File: config.mk
export PLATFORM = sky130hd
export DESIGN_NAME = spi_pwm_reg_ctrl
export DESIGN_NICKNAME = d
export VERILOG_FILES = /design/src/rtl/spi_pwm_reg_ctrl.sv
export SDC_FILE = /design/constraint.sdc
export NUM_CORES = 1
export LEC_CHECK = 0
export CAP_MARGIN = 10
export CORE_MARGIN = 1
export CORE_UTILIZATION = 47
export DETAILED_ROUTE_END_ITERATION = 7
export GPL_TIMING_DRIVEN = 0
export PLACE_DENSITY = 0.7
export SETUP_SLACK_MARGIN = 0.1
export SLEW_MARGIN = 20
export SYNTH_ARGS = -nofsm -noshare
export SYNTH_HDL_FRONTEND = slang
export SYNTH_SLANG_ARGS = --single-unit
File: constraint.sdc
create_clock -name clk -period 3.9 [get_ports clk]
set_clock_uncertainty 0.1 [all_clocks]
set_input_delay 0.78 -clock clk [delete_from_list [all_inputs] [get_ports clk]]
set_output_delay 0.78 -clock clk [all_outputs]
set_load 0.01 [all_outputs]
File: src/rtl/spi_pwm_reg_ctrl.sv
// SPI mode-0 write-only register port for the PWM peripheral.
// 16-bit frames (R/W, 7-bit address, 8-bit data) arrive on asynchronous pad
// pins, are synchronised into clk, shifted in, and committed on chip-select
// release into one of the five PWM configuration registers.
module spi_pwm_reg_ctrl #(
  parameter int SYNC_STAGES = 2,
  parameter int NUM_REGS    = 5,
  parameter int ADDR_W      = 7
) (
  input  logic              clk,
  input  logic              rst,
  input  logic              spi_sclk,
  input  logic              spi_copi,
  input  logic              spi_ncs,
  output logic [7:0]        en_reg_out_7_0,
  output logic [7:0]        en_reg_out_15_8,
  output logic [7:0]        en_reg_pwm_7_0,
  output logic [7:0]        en_reg_pwm_15_8,
  output logic [7:0]        pwm_duty_cycle,
  output logic              wr_strobe,
  output logic [ADDR_W-1:0] wr_addr,
  output logic              frame_err
);

  typedef enum logic [1:0] {IDLE, SHIFT, COMMIT} state_t;

  state_t                  state;
  logic [SYNC_STAGES-1:0]  sclk_sync;
  logic [SYNC_STAGES-1:0]  copi_sync;
  logic [SYNC_STAGES-1:0]  ncs_sync;
  logic                    sclk_d;
  logic                    ncs_d;
  logic                    sclk_s;
  logic                    copi_s;
  logic                    ncs_s;
  logic                    sclk_rise;
  logic                    ncs_rise;
  logic                    ncs_fall;
  logic [15:0]             shift;
  logic [4:0]              bit_cnt;
  logic                    ovf;
  logic                    fall_pend;
  logic [ADDR_W-1:0]       addr;
  logic [7:0]              data;
  logic                    frame_ok;
  logic [7:0]              regs [NUM_REGS];

  // Pad synchronisers plus one history flop for edge detection. These are not
  // reset so that a chip select already low when rst releases is not seen as
  // a fresh falling edge.
  always_ff @(posedge clk) begin
    sclk_sync <= {sclk_sync[SYNC_STAGES-2:0], spi_sclk};
    copi_sync <= {copi_sync[SYNC_STAGES-2:0], spi_copi};
    ncs_sync  <= {ncs_sync[SYNC_STAGES-2:0], spi_ncs};
    sclk_d    <= sclk_sync[SYNC_STAGES-1];
    ncs_d     <= ncs_sync[SYNC_STAGES-1];
  end

  assign sclk_s    = sclk_sync[SYNC_STAGES-1];
  assign copi_s    = copi_sync[SYNC_STAGES-1];
  assign ncs_s     = ncs_sync[SYNC_STAGES-1];
  assign sclk_rise = sclk_s & ~sclk_d;
  assign ncs_rise  = ncs_s & ~ncs_d;
  assign ncs_fall  = ~ncs_s & ncs_d;

  assign addr     = shift[8 +: ADDR_W];
  assign data     = shift[7:0];
  assign frame_ok = (bit_cnt == 5'd16) && !ovf && shift[15] && (int'(addr) < NUM_REGS);

  // Frame FSM: shift in bits, then commit or discard on chip-select release.
  // A chip-select fall seen during COMMIT is remembered so back-to-back frames
  // start from the following IDLE cycle.
  always_ff @(posedge clk) begin
    if (rst) begin
      state     <= IDLE;
      shift     <= '0;
      bit_cnt   <= '0;
      ovf       <= 1'b0;
      fall_pend <= 1'b0;
      wr_strobe <= 1'b0;
      wr_addr   <= '0;
      frame_err <= 1'b0;
      for (int i = 0; i < NUM_REGS; i++) regs[i] <= 8'h00;
    end else begin
      wr_strobe <= 1'b0;
      frame_err <= 1'b0;
      case (state)
        IDLE: begin
          if (ncs_fall || fall_pend) begin
            shift     <= '0;
            bit_cnt   <= '0;
            ovf       <= 1'b0;
            fall_pend <= 1'b0;
            state     <= SHIFT;
          end
        end
        SHIFT: begin
          if (ncs_rise) begin
            state <= COMMIT;
          end else if (sclk_rise) begin
            shift <= {shift[14:0], copi_s};
            if (bit_cnt == 5'd16) ovf <= 1'b1;
            else                  bit_cnt <= bit_cnt + 5'd1;
          end
        end
        COMMIT: begin
          fall_pend <= ncs_fall;
          if (frame_ok) begin
            for (int i = 0; i < NUM_REGS; i++) begin
              if (int'(addr) == i) regs[i] <= data;
            end
            wr_strobe <= 1'b1;
            wr_addr   <= addr;
          end else begin
            frame_err <= 1'b1;
          end
          state <= IDLE;
        end
        default: state <= IDLE;
      endcase
    end
  end

  assign en_reg_out_7_0  = regs[0];
  assign en_reg_out_15_8 = regs[1];
  assign en_reg_pwm_7_0  = regs[2];
  assign en_reg_pwm_15_8 = regs[3];
  assign pwm_duty_cycle  = regs[4];

endmodule

==> results of run 1 <==
kinds of logic (layout without fill, tap and decap cells):
family,Yosys count,after routing,share of synthesized area [%]
AO/OA/AOI/OAI,28,28,5.83
XOR/XNOR,3,3,0.928
adder cells (fa/ha/maj),2,2,0.884
buffers and inverters,14,83,1.99
flip-flops,82,82,72.1
multiplexers,3,3,1.06
AND/OR/NAND/NOR,87,87,17.2
where the power goes:
part           switching (mW)  total [mW]  internal [mW]
clock                   0.299       0.534          0.235
combinational          0.0455      0.0918         0.0464
sequential            0.00940       0.936          0.927
total                   0.353        1.56           1.21
area by class of cell:
class / instances / area (sq um) / area share (%)
Sequential cell: 82 / 2040 / 56.3
Multi-Input combinational cell: 123 / 733 / 20.2
Timing Repair Buffer: 53 / 531 / 14.6
Clock buffer: 9 / 124 / 3.41
Tap cell: 72 / 90.1 / 2.48
Clock inverter: 7 / 51.3 / 1.41
Buffer: 11 / 45.0 / 1.24
Inverter: 3 / 11.3 / 0.310
worst register-to-register path, stage by stage (launching register included):
cell	delay, ps
dfxtp_1	330
or4_4	580
nor4_1	540
nand2_1	100
o21bai_1	720
registers in the layout (all words and copies together), names as in the netlist:
| name | cells |
|---|---|
| regs | 40 |
| wr_strobe | 1 |
| shift | 16 |
| wr_addr | 7 |
| state | 2 |
| sclk_d | 1 |
| ncs_sync | 2 |
| ncs_d | 1 |
| ovf | 1 |
| bit_cnt | 5 |
| frame_err | 1 |
| fall_pend | 1 |
| copi_sync | 2 |
| sclk_sync | 2 |
layer usage:
metal | GRT usage (%) | up-vias | routed length, um
li1 | - | 907 | -
met1 | 20.0 | 835 | 2130
met2 | 26.8 | 55 | 2250
met3 | 4.80 | 9 | 268
met4 | 10.0 | 0 | 113
met5 | 0 | - | 0
synthesized netlist by cell type, types with 2 or more instances:
cell | count | area [sq um]
nor3_1 | 5 | 25.0
a31o_2 | 2 | 17.5
nor2_1 | 14 | 52.6
nand2_1 | 19 | 71.3
dfxtp_1 | 42 | 841
a21oi_1 | 17 | 85.1
nand2b_1 | 2 | 12.5
ha_1 | 2 | 25.0
and2_1 | 12 | 75.1
nor4b_1 | 2 | 17.5
nand3_1 | 18 | 90.1
inv_1 | 3 | 11.3
clkbuf_1 | 10 | 37.5
a21o_1 | 2 | 15.0
a22oi_1 | 2 | 15.0
xnor2_1 | 3 | 26.3
nand4bb_1 | 3 | 33.8
mux2i_1 | 3 | 30.0
edfxtp_1 | 40 | 1200
nor2b_1 | 3 | 18.8
per-stage QoR:
| stage | setup WS, ps | power, mW | cells | area, sq um | utilization (%) |
|---|---|---|---|---|---|
| global placement | 1180 | 1.05 | 344 | 3450 | 61.2 |
| floorplan | 1580 | 0.992 | 219 | 2830 | - |
| finish | 1160 | 1.56 | 360 | 3630 | 64.3 |
| global route | 962 | 1.62 | 360 | 3630 | 64.3 |
| CTS | 1120 | 1.58 | 360 | 3630 | 64.3 |
| detailed placement | 1120 | 1.05 | 344 | 3450 | 61.2 |
path summary, 6_finish.rpt:
kind | start | endpoint | slack (ps) | cells after the start
worst max-delay path | shift[11] | regs[0][13] | 1160 | 4
worst min-delay path | ncs_sync[0] | ncs_sync[1] | 230 | 0
worst max register to register | shift[11] | regs[0][13] | 1160 | 4
worst min register to register | ncs_sync[0] | ncs_sync[1] | 230 | 0
==> impl_metrics.toml, run 1 <==
[run_status]
outcome = "finished, final reports clean"

[floorplan]
die_x_um = 79.6
initial_core_util_pct = 50.2
io_pins = 54
core-area_sq_um = 5640
die_area_sq_um = 6340
fp-row-count = 27
die_h_um = 79.6

[timing]
worst-slew-pin-transition_ps = 894
worst_hold_slack_ps = 231
tns_ps = 0
maxSlewViolCount = 0
finalHoldViolCount = 0
min_period_ps = 2740
period_share_pct = 70.2
slew_headroom_pct = 40.3
max_freq_mhz = 365
setup_viol = 0
rsz0062_at_grt = "no"

[route]
drcViolationCount = 0
wl_um = 4760
dr_total_vias = 1806
wl_per_cell_um = 13.2
drtIter0Drc = 101
via_per_inst = 5.02
drt_pass1_iterations = 4
detail-route-antenna-nets = 0

[setup_path]
path_max_fanout = 8
path_delay_family = "simple AND/OR/NAND/NOR gates"
path_cells = "or4_4, nor4_1, nand2_1, o21bai_1"
worstPathRequired_ps = 3770
crit_buf_inv = 0
critPathSlowestCell = "o21bai_1"
cp.arrival_ps = 2610
crit_path_end_kind = "flip-flop"
cp-start-kind = "flip-flop"
crit_type = "flip-flop to flip-flop"
slowest_delay_ps = 720

[clock_network]
clock-sinks = 82
numCtsBuffers = 9
cts_hold_buffers = 0
cts_tree = "yes"
clkTransAtPathRegs_ps = 80
post_cts_resized = 0
clk_latency_ps = 340
cts_buffer_depth = 2
cts-root-buf = "clkbuf_8"
cts_htree_levels = 3
post_cts_buffers = 0

[worst_hold_path]
hold_class = "flip-flop to flip-flop"

[yosys]
synth-seq-cells = 82
syn_nets = 226
synth_warnings = 0
synthCells = 219
synth-edff-count = 40
synth_cell_types = 35
postSynthAreaPerCell_sq_um = 12.9
synth_async_sr_flop_share_pct = 0
yosysSeqAreaShare_pct = 72.1
synthFlopType = "dfxtp_1"
synthesis.area_sq_um = 2830

[grt]
grt_start_max_net_pins = 16
grt_usage_pct = 16.8
grt_first_pass_wirelength_um = 7750
antenna_found_initial = 0
grt-ovfl-total = 0
grt_pass1_vias = 1670

[cells_and_area]
drive_gt1_share_pct = 7.64
antennaDiodeCount = 0
area_growth_pct = 28.1
final_common_cell = "clkdlybuf4s50_1"
fill_cells = 448
final_nets = 290
layout_common_cells = "clkdlybuf4s50_1 (53), dfxtp_1 (42), edfxtp_1 (40)"

[pwr]
leakage_nw = 1.23
max-vdd-ir-drop_uv = 257
cellPowerDensity_nw_per_um2 = 431

[place]
dp_hpwl_um = 3330
gp_congestion = 0.771
io_buffer_count = 53

[flow_run]
maxCapViolCount = 0
Note: power is estimated with default switching activity, not from simulation.
==> run 2, diff against run 1 <==
- CORE_UTILIZATION: 47 -> 46
- PLACE_DENSITY: 0.7 -> 0.72
- clock period: 3.9 -> 2.5 ns (I/O delays scaled with it)
==> impl_metrics.toml, run 2 (synthesized netlist as in run 1, its figures left out) <==
[cells_and_area]
fin_util_pct = 62.2
reg_top3 = "regs x40, shift x16, wr_addr x7"
drive_gt1_share_pct = 8.68
layout_common_cells = "clkdlybuf4s50_1 (53), dfxtp_1 (42), edfxtp_1 (40)"
multiInputGateArea_sq_um = 752
final_common_cell = "clkdlybuf4s50_1"
top_register = "regs"
area_growth_pct = 30.0
final_nets = 290
fill_cells = 451
final_area_sq_um = 3680
largest_reg_flops = 40
antennaDiodeCount = 0
fin_cells = 363
ff_latch_area_sq_um = 2040

[timing]
slew_headroom_pct = 50.8
min_period_ps = 2270
max_freq_mhz = 441
setup_slack_ps = 235
tns_ps = 0
finalHoldViolCount = 0
worst-slew-pin-transition_ps = 734
maxSlewViolCount = 0
period_share_pct = 90.6
setup_viol = 0
rsz0062_at_grt = "no"

[floorplan]
io_pins = 54
die_area_sq_um = 6470
die_h_um = 80.5
die_x_um = 80.5
fp-row-count = 28
initial_core_util_pct = 47.8
core-area_sq_um = 5920

[place]
io_buffer_count = 53
dp_slack_ps = -289
dpl-instance-area_sq_um = 3460
dp_hpwl_um = 3480
dp_cells = 347
gp_congestion = 0.762

[setup_path]
path_cells = "or4_4, nor4b_4, and2b_1, buf_4, and2_1"
critPathSlowestCell = "or4_4"
reg2regPathDepth = 5
rr_startpoint = "shift[11]"
worstPathRequired_ps = 2570
path_max_fanout = 9
slowest_delay_ps = 580
crit_type = "flip-flop to flip-flop"
r2r_setup_slack_ps = 230
timing.rr.end = "regs[0][32]"
crit_path_end_kind = "flip-flop"
cp-start-kind = "flip-flop"
crit_start = "shift[11]"
cp.arrival_ps = 2340

[run_status]
outcome = "finished, final reports clean"

[worst_hold_path]
whs_path_depth = 0
hold_start = "ncs_sync[0]"
hold_class = "flip-flop to flip-flop"
hold_end = "ncs_sync[1]"

[grt]
grt_pass1_vias = 1614
grt_start_max_net_pins = 17
grt_usage_pct = 16.7
grt-ovfl-total = 0
grt_first_pass_wirelength_um = 7870
antenna_found_initial = 0

[clock_network]
cts_htree_levels = 3
numCtsBuffers = 9
cts-root-buf = "clkbuf_8"
clock-sinks = 82
cts_tree = "yes"
clk_latency_ps = 350
post_cts_buffers = 0
clkTransAtPathRegs_ps = 80
cts_hold_buffers = 0
cts_buffer_depth = 2

[route]
via_per_inst = 5.03
drt_pass1_iterations = 4
drcViolationCount = 0
dr_total_vias = 1825
wl_um = 5040
wl_per_cell_um = 13.9
detail-route-antenna-nets = 0
drtIter0Drc = 92

[pwr]
max-vdd-ir-drop_uv = 381
leakage_nw = 1.25
cellPowerDensity_nw_per_um2 = 701

[flow_run]
maxCapViolCount = 0
==> run 2: layout make-up <==
type                       count  share of cell area, %
sequential                    82                   55.5
multi-input combinational    123                   20.4
timing repair buffer          53                   14.4
clock buffer                   9                   3.37
tap                           75                   2.55
clock inverter                 7                   2.21
buffer                        11                   1.22
inverter                       3                  0.306
==> run 2: per-layer routing <==
layer	wire (um)	track usage (%)	vias to the layer above
met4	59	7.50	0
met2	2520	28.1	62
met5	0	0	-
met3	269	4.20	8
met1	2190	20.1	845
li1	-	-	910
==> run 2: stage by stage <==
stage,hold WS [ps],power (mW)
floorplan,210,1.55
global placement,211,1.63
detailed placement,212,1.64
CTS,232,2.61
global route,249,2.68
finish,233,2.58
==> run 2: how the worst max path moves through the flow <==
stage | slack (ps) | end | cells past startpoint
floorplan | 180 | regs[0][10] | 4
global placement | -150 | regs[0][10] | 4
detailed placement | -290 | regs[0][10] | 4
CTS | 150 | regs[0][15] | 6
global route | 100 | regs[0][30] | 5
finish | 230 | regs[0][32] | 5
==> run 2: timing repair <==
action,CTS,global route
setup endpoints to repair,8,35
resized for setup,2,2
pin swaps,0,1
==> run 2: report_power, final <==
part	switching [mW]	total (mW)	internal, mW
sequential	0.0149	1.46	1.45
clock	0.497	0.976	0.479
combinational	0.0706	0.144	0.0736
==> run 2: critical path: cells and delay by family, from the launching register on <==
kind	cells	cell delay [ps]
and+or+nand+nor	4	1530
DFF	1	330
buffers and inverters	1	140
